File: src/rtl/jtframe_keyjoy_pkg.sv
// Shared definitions for jtframe_keyjoy: PS/2 scan codes, joystick word layout,
// key latch indices and the per-player control request struct.
package jtframe_keyjoy_pkg;

    localparam logic [7:0] SC_P1_UP      = 8'h75;
    localparam logic [7:0] SC_P1_DOWN    = 8'h72;
    localparam logic [7:0] SC_P1_LEFT    = 8'h6B;
    localparam logic [7:0] SC_P1_RIGHT   = 8'h74;
    localparam logic [7:0] SC_P1_FIRE0   = 8'h14;
    localparam logic [7:0] SC_P1_FIRE1   = 8'h11;
    localparam logic [7:0] SC_P1_FIRE2   = 8'h29;
    localparam logic [7:0] SC_P1_START   = 8'h05;
    localparam logic [7:0] SC_P1_COIN    = 8'h04;
    localparam logic [7:0] SC_PAUSE      = 8'h0C;
    localparam logic [7:0] SC_SERVICE    = 8'h03;
    localparam logic [7:0] SC_P2_UP      = 8'h2D;
    localparam logic [7:0] SC_P2_DOWN    = 8'h2B;
    localparam logic [7:0] SC_P2_LEFT    = 8'h23;
    localparam logic [7:0] SC_P2_RIGHT   = 8'h34;
    localparam logic [7:0] SC_P2_FIRE0   = 8'h1C;
    localparam logic [7:0] SC_P2_FIRE1   = 8'h1B;
    localparam logic [7:0] SC_P2_START   = 8'h06;
    localparam logic [7:0] SC_P2_COIN    = 8'h2E;

    localparam int JOY_R     = 0;
    localparam int JOY_L     = 1;
    localparam int JOY_D     = 2;
    localparam int JOY_U     = 3;
    localparam int JOY_FIRE  = 4;
    localparam int JOY_START = 10;
    localparam int JOY_COIN  = 11;
    localparam int JOY_PAUSE = 12;

    localparam int KEY_NUM = 19;

    typedef enum logic [4:0] {
        K1_UP      = 5'd0,
        K1_DOWN    = 5'd1,
        K1_LEFT    = 5'd2,
        K1_RIGHT   = 5'd3,
        K1_FIRE0   = 5'd4,
        K1_FIRE1   = 5'd5,
        K1_FIRE2   = 5'd6,
        K1_START   = 5'd7,
        K1_COIN    = 5'd8,
        K1_PAUSE   = 5'd9,
        K1_SERVICE = 5'd10,
        K2_UP      = 5'd11,
        K2_DOWN    = 5'd12,
        K2_LEFT    = 5'd13,
        K2_RIGHT   = 5'd14,
        K2_FIRE0   = 5'd15,
        K2_FIRE1   = 5'd16,
        K2_START   = 5'd17,
        K2_COIN    = 5'd18,
        K_NONE     = 5'd31
    } key_e;

    typedef struct packed {
        logic [5:0] fire;
        logic       up;
        logic       down;
        logic       left;
        logic       right;
        logic       start;
        logic       coin;
        logic       pause;
    } ctrl_t;

    function automatic key_e key_decode(input logic [7:0] code);
        case (code)
            SC_P1_UP:    key_decode = K1_UP;
            SC_P1_DOWN:  key_decode = K1_DOWN;
            SC_P1_LEFT:  key_decode = K1_LEFT;
            SC_P1_RIGHT: key_decode = K1_RIGHT;
            SC_P1_FIRE0: key_decode = K1_FIRE0;
            SC_P1_FIRE1: key_decode = K1_FIRE1;
            SC_P1_FIRE2: key_decode = K1_FIRE2;
            SC_P1_START: key_decode = K1_START;
            SC_P1_COIN:  key_decode = K1_COIN;
            SC_PAUSE:    key_decode = K1_PAUSE;
            SC_SERVICE:  key_decode = K1_SERVICE;
            SC_P2_UP:    key_decode = K2_UP;
            SC_P2_DOWN:  key_decode = K2_DOWN;
            SC_P2_LEFT:  key_decode = K2_LEFT;
            SC_P2_RIGHT: key_decode = K2_RIGHT;
            SC_P2_FIRE0: key_decode = K2_FIRE0;
            SC_P2_FIRE1: key_decode = K2_FIRE1;
            SC_P2_START: key_decode = K2_START;
            SC_P2_COIN:  key_decode = K2_COIN;
            default:     key_decode = K_NONE;
        endcase
    endfunction

    function automatic int key_player(input key_e k);
        key_player = (k >= K2_UP) ? 32'sd1 : 32'sd0;
    endfunction

endpackage

File: src/rtl/jtframe_keyjoy_coin.sv
// One-shot coin pulse generator: a rising request edge starts a COIN_LEN-cycle
// active-low pulse; edges during a running pulse are ignored.
module jtframe_keyjoy_coin
    import jtframe_keyjoy_pkg::*;
#(
    parameter logic [15:0] COIN_LEN = 16'd4800
)(
    input  logic clk,
    input  logic rst_n,
    input  logic clr,
    input  logic req,
    output logic coin_n
);

    logic        req_r;
    logic [15:0] cnt_r;
    logic [15:0] cnt_nxt_s;

    // next counter value: clear, count down, or load on a fresh edge
    always_comb begin
        cnt_nxt_s = cnt_r;
        if (clr) begin
            cnt_nxt_s = 16'd0;
        end else if (cnt_r != 16'd0) begin
            cnt_nxt_s = cnt_r - 16'd1;
        end else if (req && !req_r) begin
            cnt_nxt_s = COIN_LEN;
        end else begin
            cnt_nxt_s = 16'd0;
        end
    end

    // edge register, counter and registered pulse output
    always_ff @(posedge clk or negedge rst_n) begin
        if (!rst_n) begin
            req_r  <= 1'b0;
            cnt_r  <= 16'd0;
            coin_n <= 1'b1;
        end else begin
            req_r  <= req;
            cnt_r  <= cnt_nxt_s;
            coin_n <= (cnt_nxt_s == 16'd0);
        end
    end

endmodule

File: src/rtl/jtframe_keyjoy.sv
// Merges PS/2 keys and HPS joystick words into registered active-low game controls,
// coin pulses and run/pause. Optional autofire on fire0 with JTFRAME_AUTOFIRE_EN.
module jtframe_keyjoy
    import jtframe_keyjoy_pkg::*;
#(
    parameter int          PLAYERS  = 2,
    parameter int          BUTTONS  = 2,
    parameter logic [15:0] COIN_LEN = 16'd4800,
    parameter logic [19:0] AF_DIV   = 20'd400000
)(
    input  logic                            clk,
    input  logic                            rst_n,
    input  logic [10:0]                     ps2_key,
    input  logic [16*PLAYERS-1:0]           joy,
    input  logic                            downloading,
    input  logic                            soft_rst,
    input  logic [PLAYERS-1:0]              af_en,
    output logic [(4+BUTTONS)*PLAYERS-1:0]  joystick,
    output logic [PLAYERS-1:0]              start_n,
    output logic [PLAYERS-1:0]              coin_n,
    output logic                            service_n,
    output logic                            game_run
);

    // Player-2 keys are never latched when PLAYERS==1, so folding them onto
    // player 0 in that build only ORs in zeros.
    localparam int P2_IDX = (PLAYERS > 1) ? 1 : 0;
    localparam int W      = 4 + BUTTONS;

    logic [1:0]         rst_sync_r;
    logic               rst_int_n;
    logic               ps2_strobe_r;
    logic [KEY_NUM-1:0] key_r;
    key_e               key_sel_s;
    logic               key_hit_s;
    ctrl_t              req_s      [PLAYERS];
    logic [BUTTONS-1:0] fire_act_s [PLAYERS];
    logic               pause_any_s;
    logic               pause_r;
    logic               dl_r;
    logic               unused_s;

    // reset synchroniser: asserts immediately, releases after two clk edges
    always_ff @(posedge clk or negedge rst_n) begin
        if (!rst_n) begin
            rst_sync_r <= 2'b00;
        end else begin
            rst_sync_r <= {rst_sync_r[0], 1'b1};
        end
    end
    assign rst_int_n = rst_sync_r[1];

    // scan-code lookup; keys for absent players are dropped
    always_comb begin
        key_sel_s = key_decode(ps2_key[7:0]);
        key_hit_s = 1'b0;
        if (key_sel_s != K_NONE) begin
            key_hit_s = (key_player(key_sel_s) < PLAYERS);
        end else begin
            key_hit_s = 1'b0;
        end
    end

    // PS/2 strobe compare and key latches
    always_ff @(posedge clk or negedge rst_int_n) begin
        if (!rst_int_n) begin
            ps2_strobe_r <= 1'b0;
            key_r        <= '0;
        end else begin
            ps2_strobe_r <= ps2_key[10];
            if (downloading) begin
                key_r <= '0;
            end else if ((ps2_key[10] != ps2_strobe_r) && key_hit_s) begin
                key_r[key_sel_s] <= ps2_key[9];
            end else begin
                key_r <= key_r;
            end
        end
    end

    // merged active-high requests per player
    always_comb begin
        for (int p = 0; p < PLAYERS; p++) begin
            req_s[p]       = '0;
            req_s[p].right = joy[16*p+JOY_R];
            req_s[p].left  = joy[16*p+JOY_L];
            req_s[p].down  = joy[16*p+JOY_D];
            req_s[p].up    = joy[16*p+JOY_U];
            req_s[p].start = joy[16*p+JOY_START];
            req_s[p].coin  = joy[16*p+JOY_COIN];
            req_s[p].pause = joy[16*p+JOY_PAUSE];
            for (int b = 0; b < BUTTONS; b++) begin
                req_s[p].fire[b] = joy[16*p+JOY_FIRE+b];
            end
        end
        req_s[0].up      = req_s[0].up      | key_r[K1_UP];
        req_s[0].down    = req_s[0].down    | key_r[K1_DOWN];
        req_s[0].left    = req_s[0].left    | key_r[K1_LEFT];
        req_s[0].right   = req_s[0].right   | key_r[K1_RIGHT];
        req_s[0].fire[0] = req_s[0].fire[0] | key_r[K1_FIRE0];
        req_s[0].fire[1] = req_s[0].fire[1] | key_r[K1_FIRE1];
        req_s[0].fire[2] = req_s[0].fire[2] | key_r[K1_FIRE2];
        req_s[0].start   = req_s[0].start   | key_r[K1_START];
        req_s[0].coin    = req_s[0].coin    | key_r[K1_COIN];
        req_s[0].pause   = req_s[0].pause   | key_r[K1_PAUSE];
        req_s[P2_IDX].up      = req_s[P2_IDX].up      | key_r[K2_UP];
        req_s[P2_IDX].down    = req_s[P2_IDX].down    | key_r[K2_DOWN];
        req_s[P2_IDX].left    = req_s[P2_IDX].left    | key_r[K2_LEFT];
        req_s[P2_IDX].right   = req_s[P2_IDX].right   | key_r[K2_RIGHT];
        req_s[P2_IDX].fire[0] = req_s[P2_IDX].fire[0] | key_r[K2_FIRE0];
        req_s[P2_IDX].fire[1] = req_s[P2_IDX].fire[1] | key_r[K2_FIRE1];
        req_s[P2_IDX].start   = req_s[P2_IDX].start   | key_r[K2_START];
        req_s[P2_IDX].coin    = req_s[P2_IDX].coin    | key_r[K2_COIN];
    end

`ifdef JTFRAME_AUTOFIRE_EN
    logic [19:0] af_cnt_r;
    logic        af_phase_r;

    // free-running autofire divider, phase flips every AF_DIV cycles
    always_ff @(posedge clk or negedge rst_int_n) begin
        if (!rst_int_n) begin
            af_cnt_r   <= 20'd0;
            af_phase_r <= 1'b0;
        end else if (af_cnt_r == AF_DIV - 20'd1) begin
            af_cnt_r   <= 20'd0;
            af_phase_r <= ~af_phase_r;
        end else begin
            af_cnt_r   <= af_cnt_r + 20'd1;
        end
    end
`endif

    // fire buttons after optional autofire gating of fire0
    always_comb begin
        for (int p = 0; p < PLAYERS; p++) begin
            fire_act_s[p] = req_s[p].fire[BUTTONS-1:0];
`ifdef JTFRAME_AUTOFIRE_EN
            if (af_en[p] && req_s[p].fire[0]) begin
                fire_act_s[p][0] = af_phase_r;
            end else begin
                fire_act_s[p][0] = req_s[p].fire[0];
            end
`else
            fire_act_s[p][0] = req_s[p].fire[0];
`endif
        end
    end

    // output register for joystick, start and service
    always_ff @(posedge clk or negedge rst_int_n) begin
        if (!rst_int_n) begin
            joystick  <= '1;
            start_n   <= '1;
            service_n <= 1'b1;
        end else if (downloading) begin
            joystick  <= '1;
            start_n   <= '1;
            service_n <= 1'b1;
        end else begin
            for (int p = 0; p < PLAYERS; p++) begin
                joystick[W*p +: W] <= ~{fire_act_s[p], req_s[p].up, req_s[p].down,
                                        req_s[p].left, req_s[p].right};
                start_n[p]         <= ~req_s[p].start;
            end
            service_n <= ~key_r[K1_SERVICE];
        end
    end

    for (genvar p = 0; p < PLAYERS; p++) begin : g_coin
        jtframe_keyjoy_coin #(.COIN_LEN(COIN_LEN)) u_coin (
            .clk    (clk),
            .rst_n  (rst_int_n),
            .clr    (downloading),
            .req    (req_s[p].coin),
            .coin_n (coin_n[p])
        );
    end

    // any-player pause request
    always_comb begin
        pause_any_s = 1'b0;
        for (int p = 0; p < PLAYERS; p++) begin
            pause_any_s = pause_any_s | req_s[p].pause;
        end
    end

    // run/pause: download forces pause, soft reset or download end forces run
    always_ff @(posedge clk or negedge rst_int_n) begin
        if (!rst_int_n) begin
            pause_r  <= 1'b0;
            dl_r     <= 1'b0;
            game_run <= 1'b1;
        end else begin
            pause_r <= pause_any_s;
            dl_r    <= downloading;
            if (downloading) begin
                game_run <= 1'b0;
            end else if (soft_rst || dl_r) begin
                game_run <= 1'b1;
            end else if (pause_any_s && !pause_r) begin
                game_run <= ~game_run;
            end else begin
                game_run <= game_run;
            end
        end
    end

    // inputs that some configurations leave unread
    always_comb begin
        unused_s = ^{ps2_key[8], af_en, joy};
        for (int p = 0; p < PLAYERS; p++) begin
            unused_s = unused_s ^ (^req_s[p].fire);
        end
    end

endmodule

File: config.mk
export PLATFORM = sky130hd
export DESIGN_NAME = jtframe_keyjoy
export DESIGN_NICKNAME = d
export VERILOG_FILES = /design/src/rtl/jtframe_keyjoy_pkg.sv /design/src/rtl/jtframe_keyjoy_coin.sv /design/src/rtl/jtframe_keyjoy.sv
export SDC_FILE = /design/constraint.sdc
export NUM_CORES = 1
export LEC_CHECK = 0
export ABC_CLOCK_PERIOD_IN_PS = 5700
export BUFFER_PORTS_ARGS = -buffer_cell sky130_fd_sc_hd__clkbuf_2
export CAP_MARGIN = 20
export CORE_MARGIN = 2
export CORE_UTILIZATION = 30
export CTS_CLUSTER_SIZE = 20
export DETAILED_ROUTE_END_ITERATION = 12
export SLEW_MARGIN = 20
export SYNTH_ARGS = -nofsm -noshare
export SYNTH_HDL_FRONTEND = slang
export SYNTH_HIERARCHICAL = 1
export SYNTH_SLANG_ARGS = --single-unit
File: constraint.sdc
create_clock -name clk -period 5.7 [get_ports clk]
set_input_delay 0.285 -clock clk [delete_from_list [all_inputs] [get_ports clk]]
set_output_delay 0.285 -clock clk [all_outputs]
set_load 0.02 [all_outputs]
; ---- Word level (Yosys, flattened, before mapping)
; Cells that the tools add are included.
; Widths: inputs -> output; s select.
[totals]
in_bits = 49
mem_bits_rw = 0
mem_bits_ro = 0
ff_bits = 76
memories = 0
latchBits = 0
out_inout_bits = 18
wordCells = 101
[classes]
n_mul = 0
n_addsub = 2
eq_ne = 21
magnitude_cmp = 4
shift = 0
n_reduce_logical = 15
n_div = 0
bitwise_logic = 24
mux = 20
[ops]
columns = op, count
row1 = $pmux 5 s19, 1
row2 = $mux 16, 4
row3 = $eq 8x6->1 const B, 6
row4 = $mux 19, 2
row5 = $eq 8x5->1 const B, 4
row6 = $eq 8x7->1 const B, 4
row7 = $logic_not 16->1, 2
row8 = $reduce_bool 16->1, 2
row9 = $sub 16x1->16 const B, 2
row10 = $mux 13, 2
row11 = $eq 8x3->1 const B, 3
row12 = $bwmux 19, 1
row13 = $or 1x1->1, 18
row14 = $mux 12, 1
row15 = $not 6->6, 2
row16 = $eq 8x2->1 const B, 1
row17 = $eq 8x4->1 const B, 1
row18 = $mux 1, 7
row19 = $lt 5x6->1 const B, 1
row20 = $demux 1 s5, 1
row21 = $ge 5x1->1 const B, 1
row22 = $ge 5x4->1 const B, 1
row23 = $logic_and 1x1->1, 5
row24 = $ne 5x5->1 const B, 1
row25 = other kinds (8), 13

; ---- Depth between registers and ports, before layout
[depth]
word_depth = 9
ltp_mapped = 8

; ---- Modules after synthesis
; The synthesis kept the hierarchy.
[modules_own_cells]
columns = module, n_inst, cells_per_inst, area_each_um2, seq_area_each_um2
row1 = jtframe_keyjoy, 1, 147, 1864.3, 996.0
row2 = jtframe_keyjoy_coin at g_coin[0].u_coin, 1, 99, 969.7, 451.7
row3 = jtframe_keyjoy_coin at g_coin[1].u_coin, 1, 91, 934.6, 451.7

; ---- Least setup slack after synthesis
; Ideal clock, no wire load.
[synth_timing]
path_type = register to register
start = reg g_coin[1].u_coin.cnt_r[10]
end = reg g_coin[1].u_coin.coin_n
period_less_slack_ps = 2109
path_stages_with_launch = 6
arrival_time_ps = 2028
setup_slack_ps = 3591
t_required_ps = 5619
setup_time_ps = 81
path_cell_list = dfrtp_1 or4_4 or4_4 or4_1 a21oi_2 nor3_1
[synth_via]
elab_chain_cells = 4
elab_cells_between_ends = 5
classes_between = add/sub: 1 / mux: 2 / reduce/logical: 2
[synth_lines]
columns = item, line
row1 = start: declaration, jtframe_keyjoy_coin.sv:16  ; logic [15:0] cnt_r;
row2 = start signal: assignment, jtframe_keyjoy_coin.sv:41  ; cnt_r <= cnt_nxt_s;
row3 = $sub 16x1->16 / $reduce_bool 16->1 (equally long branches), "jtframe_keyjoy_coin.sv:25, jtframe_keyjoy_coin.sv:24"
row4 = $mux 16 (*), jtframe_keyjoy_coin.sv:24  ; end else if (cnt_r != 16'd0) begin
row5 = $mux 16 (*), jtframe_keyjoy_coin.sv:22  ; if (clr) begin
row6 = via g_coin[1].u_coin.cnt_nxt_s[14], jtframe_keyjoy_coin.sv:17  ; logic [15:0] cnt_nxt_s;
row7 = $logic_not 16->1 (*), jtframe_keyjoy_coin.sv:42  ; coin_n <= (cnt_nxt_s == 16'd0);
row8 = end signal: assignment, jtframe_keyjoy_coin.sv:42
row9 = end: declaration, jtframe_keyjoy_coin.sv:12  ; output logic coin_n
; The timed path passes the listed nets; every way through them passes the cells marked *.
; A chain may end at the register's enable or synchronous reset.

; ---- Worst setup path in the final report
[layout_timing]
start = reg g_coin[1].u_coin.cnt_r[0]
end = reg g_coin[1].u_coin.coin_n
[layout_via]
elab_chain_cells = 4
elab_cells_between_ends = 5
classes_between = add/sub: 1 / mux: 2 / reduce/logical: 2
[layout_lines]
columns = item, line
row1 = $sub 16x1->16 / $reduce_bool 16->1 (equally long branches), "jtframe_keyjoy_coin.sv:25, jtframe_keyjoy_coin.sv:24"
row2 = $mux 16 (*), jtframe_keyjoy_coin.sv:24
row3 = $mux 16 (*), jtframe_keyjoy_coin.sv:22
row4 = $logic_not 16->1 (*), jtframe_keyjoy_coin.sv:42
; Mark *: on every way between the ends. The rest lies on a longest branch, timed or not.

==> metrics <==
hold crit path type input port to flip-flop; Slew Limit Fails 0; Die H 116.1 um; area growth from synthesis to layout 19.79%; Synth Register Bits 75; Setup Skew a little over 6 ps; ys async rst share 1.000; post-route insts no fill approximately 560; max-cap violations 0; initial antenna violation count 0; CTS tree done; first-pass GRT wire length 13390 um; Final ANT Viol Nets 0; antenna cells 0; Initial Utilization 0.3099; Nets roughly 440; routed wire length 7720 um; FF-to-FF End g_coin[1].u_coin/coin_n$_DFF_PN1_; setup_tns 0 ps; main flop type after synthesis dfrtp_1; syn_nets about 390; vias per inst 4.905; final hold violations 0; Reg2Reg Launch Point g_coin[1].u_coin/cnt_r[0]$_DFF_PN0_; # setup viols final 0; Crit. Startpoint g_coin[1].u_coin/cnt_r[0]$_DFF_PN0_; clk slew on worst S/H paths 60 ps; CP required 5940 ps; Synth Area per Inst roughly 11 um^2; Max Buffers Root-to-Sink 2; endpoint type of the worst setup path flip-flop; cell count after synthesis 337; post-cts sizing count 0; postcts setup bufs 0; fin crit share 0.4285; CTS Hold Bufs 1; Top-Level Pins 67; Die Area 13470 um^2; status finished, final reports clean; CP startpoint kind flip-flop; Via Count 2742; FP Rows 40; max_slew headroom 0.4948; CTS H-Tree Depth 3; Hold Path Depth 2; vias in the first global route 2821; Core Area 12160 um^2; initial drt markers 130; clk sinks 75; crit path DAT approximately 2700 ps; Reg2Reg Setup Slack 3260 ps; PortBufs about 50; RSZ-0062 raised after global routing no; share of cells above drive strength 1 0.2941; largest net degree at the start of global routing 42; Clk Latency, worst-skew pair 330 ps; worst-margin pin slew 757.7 ps; worst r2r path cells 7; CP endpoint g_coin[1].u_coin/coin_n$_DFF_PN1_; Inst Count DP 542; Post-Synthesis Cell Area 3769 um^2; Max VDD drop 0.1594 mV; GPL Wtd Cong ~0.8; clk root buf clkbuf_16; DRT Pass-1 Iters 4; # DRC 0; post-synthesis sequential area ratio 0.5040; Max Fclk 409.4 MHz; CP max FO 9; wire length per cell roughly 14 um; hpwl dp roughly 5300 um; Synth warnings 6; cts bufs inserted 9; critical path type flip-flop to flip-flop; crit path time final about 2400 ps; Total GRT Usage 0.1269; GRT overflow 0; Power Density 492.6 nW/um^2; Post-synth EDFFs 0; Unique masters post-synth 60; Leakage Power 0.002022 uW; Die X 116.1 um
## per-layer routing
layer / up-vias / global-route usage / wire length (um)
met4: 0 / 0.06032 / 123
li1: 1314 / - / -
met3: 9 / 0.02092 / 322
met5: - / 0 / 0
met1: 1361 / 0.1680 / 3574
met2: 58 / 0.2035 / 3699
## cells in the final DEF (no fill, tap or decap), drive strengths merged, types with 8 or more instances in the layout
| cell | count |
|---|---|
| clkbuf | 60 |
| dfrtp | 57 |
| nor2 | 34 |
| mux2i | 18 |
| dfstp | 18 |
| nand2b | 17 |
| xnor2 | 17 |
| o21bai | 14 |
| nor3 | 13 |
| inv | 11 |
| nand4b | 11 |
| a21oi | 9 |
| nand2 | 8 |
## metrics by stage
stage          utilization  setup slack [ps]  hold slack, ps  cell area [um^2]  total power, uW
2_1_floorplan            -              3488          -10.59              3769             1412
3_3_place_gp        0.3422              3380           71.82              4161             1561
3_5_place_dp        0.3422              3313           72.86              4161             1582
4_1_cts             0.3712              3283           70.72              4514             2247
5_1_grt             0.3712              3057           81.35              4514             2381
6_report            0.3712              3257           77.86              4514             2224
## cells by family (layout without fill, tap and decap cells)
family,Yosys count,in the layout,share of synthesized area
compound gates,45,45,0.08898
xor+xnor,23,23,0.05544
fa+ha+maj,2,2,0.006639
buf+inv,25,79,0.03187
flops,75,75,0.5040
mux,18,18,0.04781
other cells,1,1,0.0009951
simple gates,148,148,0.2643
## power breakdown
part | internal, uW | switching (uW) | leakage (uW)
sequential | 650 | 122 | 0.000948
clock | 438 | 211 | 0.000169
combinational | 355 | 448 | 0.000905
## worst min-delay path by stage
stage             from                      end  slack, ps
6_report       joy[10]     start_n[0]$_DFF_PN1_         80
4_1_cts        joy[10]     start_n[0]$_DFF_PN1_         70
3_5_place_dp     rst_n  rst_sync_r[0]$_DFF_PN0_         70
5_1_grt        joy[16]    joystick[6]$_DFF_PN1_         80
2_1_floorplan    rst_n  rst_sync_r[0]$_DFF_PN0_        -10
3_3_place_gp     rst_n  rst_sync_r[0]$_DFF_PN0_         70
## cell type report
cell class	instances	area, um^2
clock inverters	5	100.1
repair buffers	52	270.3
fillers	1219	7647
well taps	168	210.2
flip-flops and latches	75	1901
multi-input cells	237	1749
inverters	11	41.29
clock buffers	11	242.7
## worst max-delay path, stage by stage (launching register included)
cell,delay (ps)
dfrtp_1,430
inv_1,80
ha_1,180
nor3b_2,440
nand2_1,350
o41ai_4,550
a41oi_1,100
nor3_1,220
## cells in the mapped netlist, types with 3 or more instances
cell / number / area share
a21oi_1: 8 / 0.011
a31oi_1: 5 / 0.0083
and4b_1: 3 / 0.0080
and4bb_2: 4 / 0.013
buf_2: 4 / 0.0053
clkbuf_1: 5 / 0.0050
dfrtp_1: 57 / 0.38
dfstp_2: 18 / 0.13
inv_1: 11 / 0.011
mux2i_1: 18 / 0.048
nand2_1: 8 / 0.0080
nand2b_1: 17 / 0.028
nand3_1: 7 / 0.0093
nand4_1: 7 / 0.012
nand4b_1: 11 / 0.026
nor2_1: 34 / 0.034
nor2b_1: 3 / 0.0050
nor3_1: 10 / 0.013
nor3_4: 3 / 0.013
nor4_1: 4 / 0.0066
nor4b_1: 5 / 0.012
o21ai_0: 3 / 0.0040
o21bai_1: 14 / 0.028
o31ai_1: 5 / 0.010
or2_2: 3 / 0.0050
or2b_2: 4 / 0.0093
or3_1: 4 / 0.0066
or4_4: 3 / 0.0090
xnor2_1: 17 / 0.040
xor2_1: 5 / 0.012
## registers in the layout, summed over array words and instances, names as in the netlist
signal,cells
start_n,2
g_coin.u_coin/cnt_r,32
ps2_strobe_r,1
g_coin.u_coin/req_r,2
game_run,1
key_r,18
g_coin.u_coin/coin_n,2
rst_sync_r,2
service_n,1
pause_r,1
dl_r,1
joystick,12
(Power assumes the default switching activity.)
